$ cat src/rtl/cdc_handshake_arbiter.sv
// Round-robin arbiter feeding one four-phase req/ack CDC channel from the slow domain.
// Optional watchdog on the REQ/RELEASE phases is enabled with `define CDC_ARB_TIMEOUT_EN.
module cdc_handshake_arbiter #(
    parameter int NUM_REQ        = 4,
    parameter int DATA_WIDTH     = 8,
    parameter int TIMEOUT_CYCLES = 1024
) (
    input  logic                          clk_slow,
    input  logic                          rst_slow,
    input  logic [NUM_REQ-1:0]            req_valid,
    input  logic [NUM_REQ*DATA_WIDTH-1:0] req_data,
    output logic [NUM_REQ-1:0]            req_ready,
    output logic                          xfer_req,
    output logic [DATA_WIDTH-1:0]         xfer_data,
    input  logic                          ack_sync,
    output logic                          xfer_done,
    output logic [$clog2(NUM_REQ)-1:0]    xfer_id,
    output logic                          timeout_err
);

    localparam int IDX_W = $clog2(NUM_REQ);

    typedef enum logic [1:0] {
        ST_IDLE    = 2'd0,
        ST_REQ     = 2'd1,
        ST_RELEASE = 2'd2
    } state_t;

    state_t                  state_r, state_nxt_s;
    logic [IDX_W-1:0]        rr_ptr_r, rr_ptr_nxt_s;
    logic                    xfer_req_r, xfer_req_nxt_s;
    logic [DATA_WIDTH-1:0]   xfer_data_r, xfer_data_nxt_s;
    logic [IDX_W-1:0]        xfer_id_r, xfer_id_nxt_s;
    logic                    xfer_done_r, xfer_done_nxt_s;
    logic                    timeout_r, timeout_nxt_s;
    logic                    timeout_hit_s;

    logic [NUM_REQ-1:0]      grant_s;
    logic [IDX_W-1:0]        grant_idx_s;
    logic                    grant_found_s;

    // Round-robin search starting at rr_ptr_r, wrapping modulo NUM_REQ
    always_comb begin
        int  idx_v;
        logic hit_v;
        grant_s       = '0;
        grant_idx_s   = '0;
        grant_found_s = 1'b0;
        for (int k = 0; k < NUM_REQ; k++) begin
            idx_v         = int'(rr_ptr_r) + k;
            idx_v         = (idx_v >= NUM_REQ) ? (idx_v - NUM_REQ) : idx_v;
            hit_v         = !grant_found_s && req_valid[idx_v[IDX_W-1:0]];
            grant_idx_s   = hit_v ? idx_v[IDX_W-1:0] : grant_idx_s;
            grant_found_s = grant_found_s | hit_v;
        end
        grant_s[grant_idx_s] = grant_found_s;
    end

    assign req_ready = grant_s & {NUM_REQ{state_r == ST_IDLE}};

`ifdef CDC_ARB_TIMEOUT_EN
    localparam int CNT_W = $clog2(TIMEOUT_CYCLES + 1);
    logic [CNT_W-1:0] wdog_cnt_r;

    // Watchdog counter: cleared on any state change, counts while a handshake is open
    always_ff @(posedge clk_slow) begin
        if (rst_slow) begin
            wdog_cnt_r <= '0;
        end else if (state_nxt_s != state_r) begin
            wdog_cnt_r <= '0;
        end else if (state_r != ST_IDLE) begin
            wdog_cnt_r <= wdog_cnt_r + CNT_W'(1);
        end else begin
            wdog_cnt_r <= '0;
        end
    end

    assign timeout_hit_s = (state_r != ST_IDLE) && (wdog_cnt_r == CNT_W'(TIMEOUT_CYCLES - 1));
`else
    assign timeout_hit_s = 1'b0;
`endif

    // Next-state and next-output logic for the handshake FSM
    always_comb begin
        state_nxt_s     = state_r;
        rr_ptr_nxt_s    = rr_ptr_r;
        xfer_req_nxt_s  = xfer_req_r;
        xfer_data_nxt_s = xfer_data_r;
        xfer_id_nxt_s   = xfer_id_r;
        xfer_done_nxt_s = 1'b0;
        timeout_nxt_s   = 1'b0;
        case (state_r)
            ST_IDLE: begin
                if (grant_found_s) begin
                    xfer_data_nxt_s = req_data[grant_idx_s*DATA_WIDTH +: DATA_WIDTH];
                    xfer_id_nxt_s   = grant_idx_s;
                    rr_ptr_nxt_s    = (grant_idx_s == IDX_W'(NUM_REQ - 1)) ?
                                      '0 : (grant_idx_s + IDX_W'(1));
                    xfer_req_nxt_s  = 1'b1;
                    state_nxt_s     = ST_REQ;
                end else begin
                    state_nxt_s = ST_IDLE;
                end
            end
            ST_REQ: begin
                if (ack_sync) begin
                    xfer_req_nxt_s = 1'b0;
                    state_nxt_s    = ST_RELEASE;
                end else if (timeout_hit_s) begin
                    xfer_req_nxt_s = 1'b0;
                    timeout_nxt_s  = 1'b1;
                    state_nxt_s    = ST_IDLE;
                end else begin
                    xfer_req_nxt_s = 1'b1;
                end
            end
            ST_RELEASE: begin
                if (!ack_sync) begin
                    xfer_done_nxt_s = 1'b1;
                    state_nxt_s     = ST_IDLE;
                end else if (timeout_hit_s) begin
                    timeout_nxt_s = 1'b1;
                    state_nxt_s   = ST_IDLE;
                end else begin
                    xfer_req_nxt_s = 1'b0;
                end
            end
            default: begin
                xfer_req_nxt_s = 1'b0;
                state_nxt_s    = ST_IDLE;
            end
        endcase
    end

    // State and registered-output update
    always_ff @(posedge clk_slow) begin
        if (rst_slow) begin
            state_r     <= ST_IDLE;
            rr_ptr_r    <= '0;
            xfer_req_r  <= 1'b0;
            xfer_data_r <= '0;
            xfer_id_r   <= '0;
            xfer_done_r <= 1'b0;
            timeout_r   <= 1'b0;
        end else begin
            state_r     <= state_nxt_s;
            rr_ptr_r    <= rr_ptr_nxt_s;
            xfer_req_r  <= xfer_req_nxt_s;
            xfer_data_r <= xfer_data_nxt_s;
            xfer_id_r   <= xfer_id_nxt_s;
            xfer_done_r <= xfer_done_nxt_s;
            timeout_r   <= timeout_nxt_s;
        end
    end

    assign xfer_req    = xfer_req_r;
    assign xfer_data   = xfer_data_r;
    assign xfer_id     = xfer_id_r;
    assign xfer_done   = xfer_done_r;
    assign timeout_err = timeout_r;

endmodule

$ cat config.mk
export PLATFORM = sky130hd
export DESIGN_NAME = cdc_handshake_arbiter
export DESIGN_NICKNAME = d
export VERILOG_FILES = /design/src/rtl/cdc_handshake_arbiter.sv
export SDC_FILE = /design/constraint.sdc
export NUM_CORES = 1
export LEC_CHECK = 0
export BUFFER_PORTS_ARGS = -buffer_cell sky130_fd_sc_hd__buf_4
export CAP_MARGIN = 15
export CORE_MARGIN = 3
export CORE_UTILIZATION = 38
export DETAILED_ROUTE_END_ITERATION = 10
export PLACE_DENSITY = 0.75
export SYNTH_ARGS = -nofsm -noshare
export SYNTH_HDL_FRONTEND = slang
export SYNTH_SLANG_ARGS = --single-unit
$ cat constraint.sdc
create_clock -name clk_slow -period 1.47 [get_ports clk_slow]
set_input_delay 0.294 -clock clk_slow [delete_from_list [all_inputs] [get_ports clk_slow]]
set_output_delay 0.294 -clock clk_slow [all_outputs]
set_load 0.05 [all_outputs]
# == Yosys cells after proc, flatten, opt, wreduce, memory -nomap -nowiden ==
# Cells that the tools add are included.
# totals
inputBits,39
ram_bits,0
register_bits,16
n_memories,0
latchBits,0
romBits,0
elab_cells,77
# op_classes
shift,1
addsub,8
bitwise,6
n_lt_le_gt_ge,10
n_eq_ne,7
reduce_logical,12
mux,27
multipliers,0
div,0
# op_table
op,n
$shiftx A32 B6 Y8,1
$mux W2,11
$lt A2 B3 Y1 const B,5
$ge A3 B3 Y1 const B,3
$mux W1,9
$and A4 B4 Y4,2
$bmux W1 S2,4
$ne A2 B2 Y1 const B,4
$sub A2 B1 Y2 const B,4
$add A2 B2 Y3 const B,2
$pmux W2 S3,1
$reduce_and A2 Y1,3
$eq A2 B2 Y1 const B,2
$logic_and A1 B1 Y1,4
$add A2 B1 Y3 const B,1
$ge A2 B3 Y1 const B,1
$logic_not A1 Y1,3
$or A1 B1 Y1,3
$pmux W1 S3,1
$add A2 B1 Y2 const B,1
$demux W1 S2,1
$eq A2 B1 Y1 const B,1
$ge A2 B1 Y1 const B,1
$logic_not A2 Y1,1
other kinds (2),2

# == Logic depth before layout (Yosys ltp) ==
# depth
word_depth,19
mapped_depth,7

# == Worst setup path before layout ==
# No wires, ideal clock.
# synth_path
path_kind,register -> output
startpoint,register state_r[1]
endpoint,output port req_ready[1]
required_ns,1.176
path_buffers,1
stages_incl_launch_ff,5
t_arrival_ns,1.902
setup_slack_ns,-0.726
cell_sequence,dfxtp_1 -> buf_6 -> or3_4 -> or3_2 -> nor2_1
# synth_between
elab_chain_len,2
# synth_lines
item,line,source
from (decl),29,"state_t state_r, state_nxt_s;"
from (signal assigned),146,state_r <= state_nxt_s;
$logic_not A2 Y1,59,assign req_ready = grant_s & {NUM_REQ{state_r == ST_IDLE}};
$and A4 B4 Y4,59,
to (decl),12,"output logic [NUM_REQ-1:0] req_ready,"
# Every way passes these cells.

# == Final worst setup path ==
# layout_path
startpoint,register state_r[0]
endpoint,output port req_ready[1]
# Same word-level chain as after synthesis.

==> impl_metrics.yaml <==
outcome:
  outcome: "finished, violations left"
  violations: "negative setup slack"
floorplanning:
  die_area_mm2: 0.00307
  ios: 56
  core_area_mm2: 0.00225
  row_count: 17
  die_y_um: 55.4
  start_util_pct: 41.1
  die_w_um: 55.4
route:
  post-route-drc-count: 0
  drt_iter0_drc: 30
  post_drt_wl_per_cell_um: 15.8
  vias_per_cell: 5.34
  first_pass_iters: 4
  ant_nets: 0
  drt_wl_total_um: 3170
  vias: 1073
yosys:
  avgSynthCellArea_um2: 8.91
  synth.area.top_cells: "dfxtp_1 35%, mux2i_1 18%, o221ai_1 6.6%, nand2_1 6.1%, nor2_1 3.6%"
  synth.distinct_cells: 31
  synth_seq_area_share_pct: 34.5
  synth_area_leader_cell: "dfxtp_1"
  ys_warn_count: 0
  synth_top_area_share_pct: 34.5
  synth_fp_nets: 144
  syn_area_um2: 927
  ys_ff_latch: 16
  synth_cells: 104
cts:
  cts.sink_count: 16
  cts-buffers-inserted: 3
  root_buffer: "clkbuf_4"
  clk_pin_slew_ns: 0.10
  cts_tree: "yes"
  htreeDepth: 1
  clockBufferDepth: 2
  cts.hold.buffers_added: 0
  clkLatencyLatePin_ns: 0.28
critical_path:
  r2r_setup_slack_ns: -0.27
  crit_required_ns: 1.18
  path_common_cell: "or3_4"
  critPathLaunchType: "register"
  arrival_ns: 1.69
  cp_slowest_cell: "or3_4"
  path_cells: "or3_4 -> or3_4 -> nor2_4 -> buf_8"
  max_stage_delay_ns: 0.42
  endpoint_kind: "output pin"
  path_max_fanout: 2
  setup.worst_path.class: "register to output pin"
  cp_top_family: "simple AND/OR/NAND/NOR gates"
  cp_num_buf_inv: 1
sta:
  slew_violations: 0
  rsz0062_at_grt: "true"
  layout_setup_ws_ns: -0.512
  setup_viol: 14
  layout_min_cycle_time_ns: 1.98
  finalHoldViolations: 0
  hold_ws_ns: 0.202
  fin_skew_ns: 0.00146
  max_freq_mhz: 505
  timing.final.crit_share_pct: 135
place:
  place_inst: 194
  gp_congestion: 0.759
  numPortBuffers: 54
  hpwl_um: 2230
layout:
  num-nets-final: 214
  diodes: 0
  seqCellArea_um2: 330
  instances_no_fill: 201
  area_delta_synth_final_pct: 86.0
  drive_gt1_share_pct: 62.4
  multiInputGateArea_um2: 708
  final_cell_mix: "63 x buf_4, 17 x mux2i_1, 15 x nand2_1, 12 x dfxtp_1, 8 x o221ai_2"
  nFillCells: 164
  final_common_cell: "buf_4"
job:
  cap_violations: 0
worst_hold_path:
  hold_path_class: "input port to register"
global_routing:
  grt_first_pass_wirelength_um: 5120
  grt_pass1_vias: 1114
  antenna_found_initial: 0
  grt_usage_pct: 20.2
  gr-total-overflow: 0
  grt_start_max_net_pins: 15
power_and_ir_drop:
  vdd_drop_max_mv: 0.792
  power_density_mw_per_mm2: 1090
  p_leak_nw: 0.786
==> flip-flops by register name (all words and copies together) (netlist names) <==
name,count
xfer_id,2
xfer_done,1
state_r,2
xfer_data,8
rr_ptr_r,2
xfer_req,1
==> path summary, 6_finish.rpt <==
kind,from,end,depth (start not counted)
min reg2reg,xfer_data[3],xfer_data[3],2
max reg2reg,state_r[0],xfer_data[0],5
max,state_r[0],req_ready[1],4
min,ack_sync,xfer_done,2
==> synthesized netlist by cell type <==
cell type / count
buf_2: 2
and2_1: 2
nor3_1: 1
a2111oi_0: 1
buf_6: 2
nor4b_1: 1
a21oi_1: 6
clkbuf_1: 1
and3_1: 1
xor2_1: 1
o21ai_0: 2
or3_4: 1
nand2b_1: 1
or3_2: 1
or4_4: 1
nor2_1: 9
o211ai_1: 1
ha_1: 1
conb_1: 1
mux2i_1: 17
dfxtp_1: 16
o221ai_2: 1
inv_1: 3
o32a_1: 1
nor3b_2: 1
nor2b_1: 3
o211a_1: 1
nand2_1: 15
o221ai_1: 7
buf_4: 2
nor4_1: 1
==> power breakdown <==
group	internal [mW]	switching, mW
combinational	0.462	0.562
sequential	0.501	0.0464
clock	0.151	0.149
==> layout make-up <==
class	count	area share, %
inverter	3	0.653
tap	28	2.03
multi-input combinational	78	41.1
sequential	16	19.2
timing repair buffer	72	35.0
clock buffer	4	2.10
==> cell families after synthesis <==
family,after synthesis,synth area share (%)
simple gates,38,21.2
compound gates,20,16.5
mux,17,18.4
flops,16,34.5
buf+inv,10,6.75
fa+ha+maj,1,1.35
other cells,1,0.404
xor+xnor,1,0.945
==> repair_timing <==
action                     in CTS  in global routing
buffers inserted                5                  4
resized for setup              17                 18
setup endpoints to repair      12                 15
cloned                          0                  0
pin swaps                       3                  9
==> layer usage <==
metal	share of wire, %	up-vias	global-route usage [%]	routed length [µm]
met5	0	-	0	0
met4	2.0	0	5.90	62
met3	4.2	9	2.34	132
met2	52	36	36.5	1650
met1	42	515	24.8	1320
li1	-	513	-	-
==> through the flow <==
step / setup slack, ns / instance area [µm²] / power (mW) / util (%) / TNS, ns
CTS: -0.456 / 1670 / 1.81 / 73.9 / -4.77
floorplan: -0.281 / 1020 / 1.12 / - / -1.61
detailed placement: -0.395 / 1540 / 1.44 / 68.2 / -4.28
global route: -0.545 / 1720 / 1.94 / 76.5 / -4.49
finish: -0.512 / 1720 / 1.87 / 76.5 / -3.85
global placement: -0.354 / 1540 / 1.42 / 68.2 / -3.77
No activity file was read; power rests on OpenSTA's default activity.
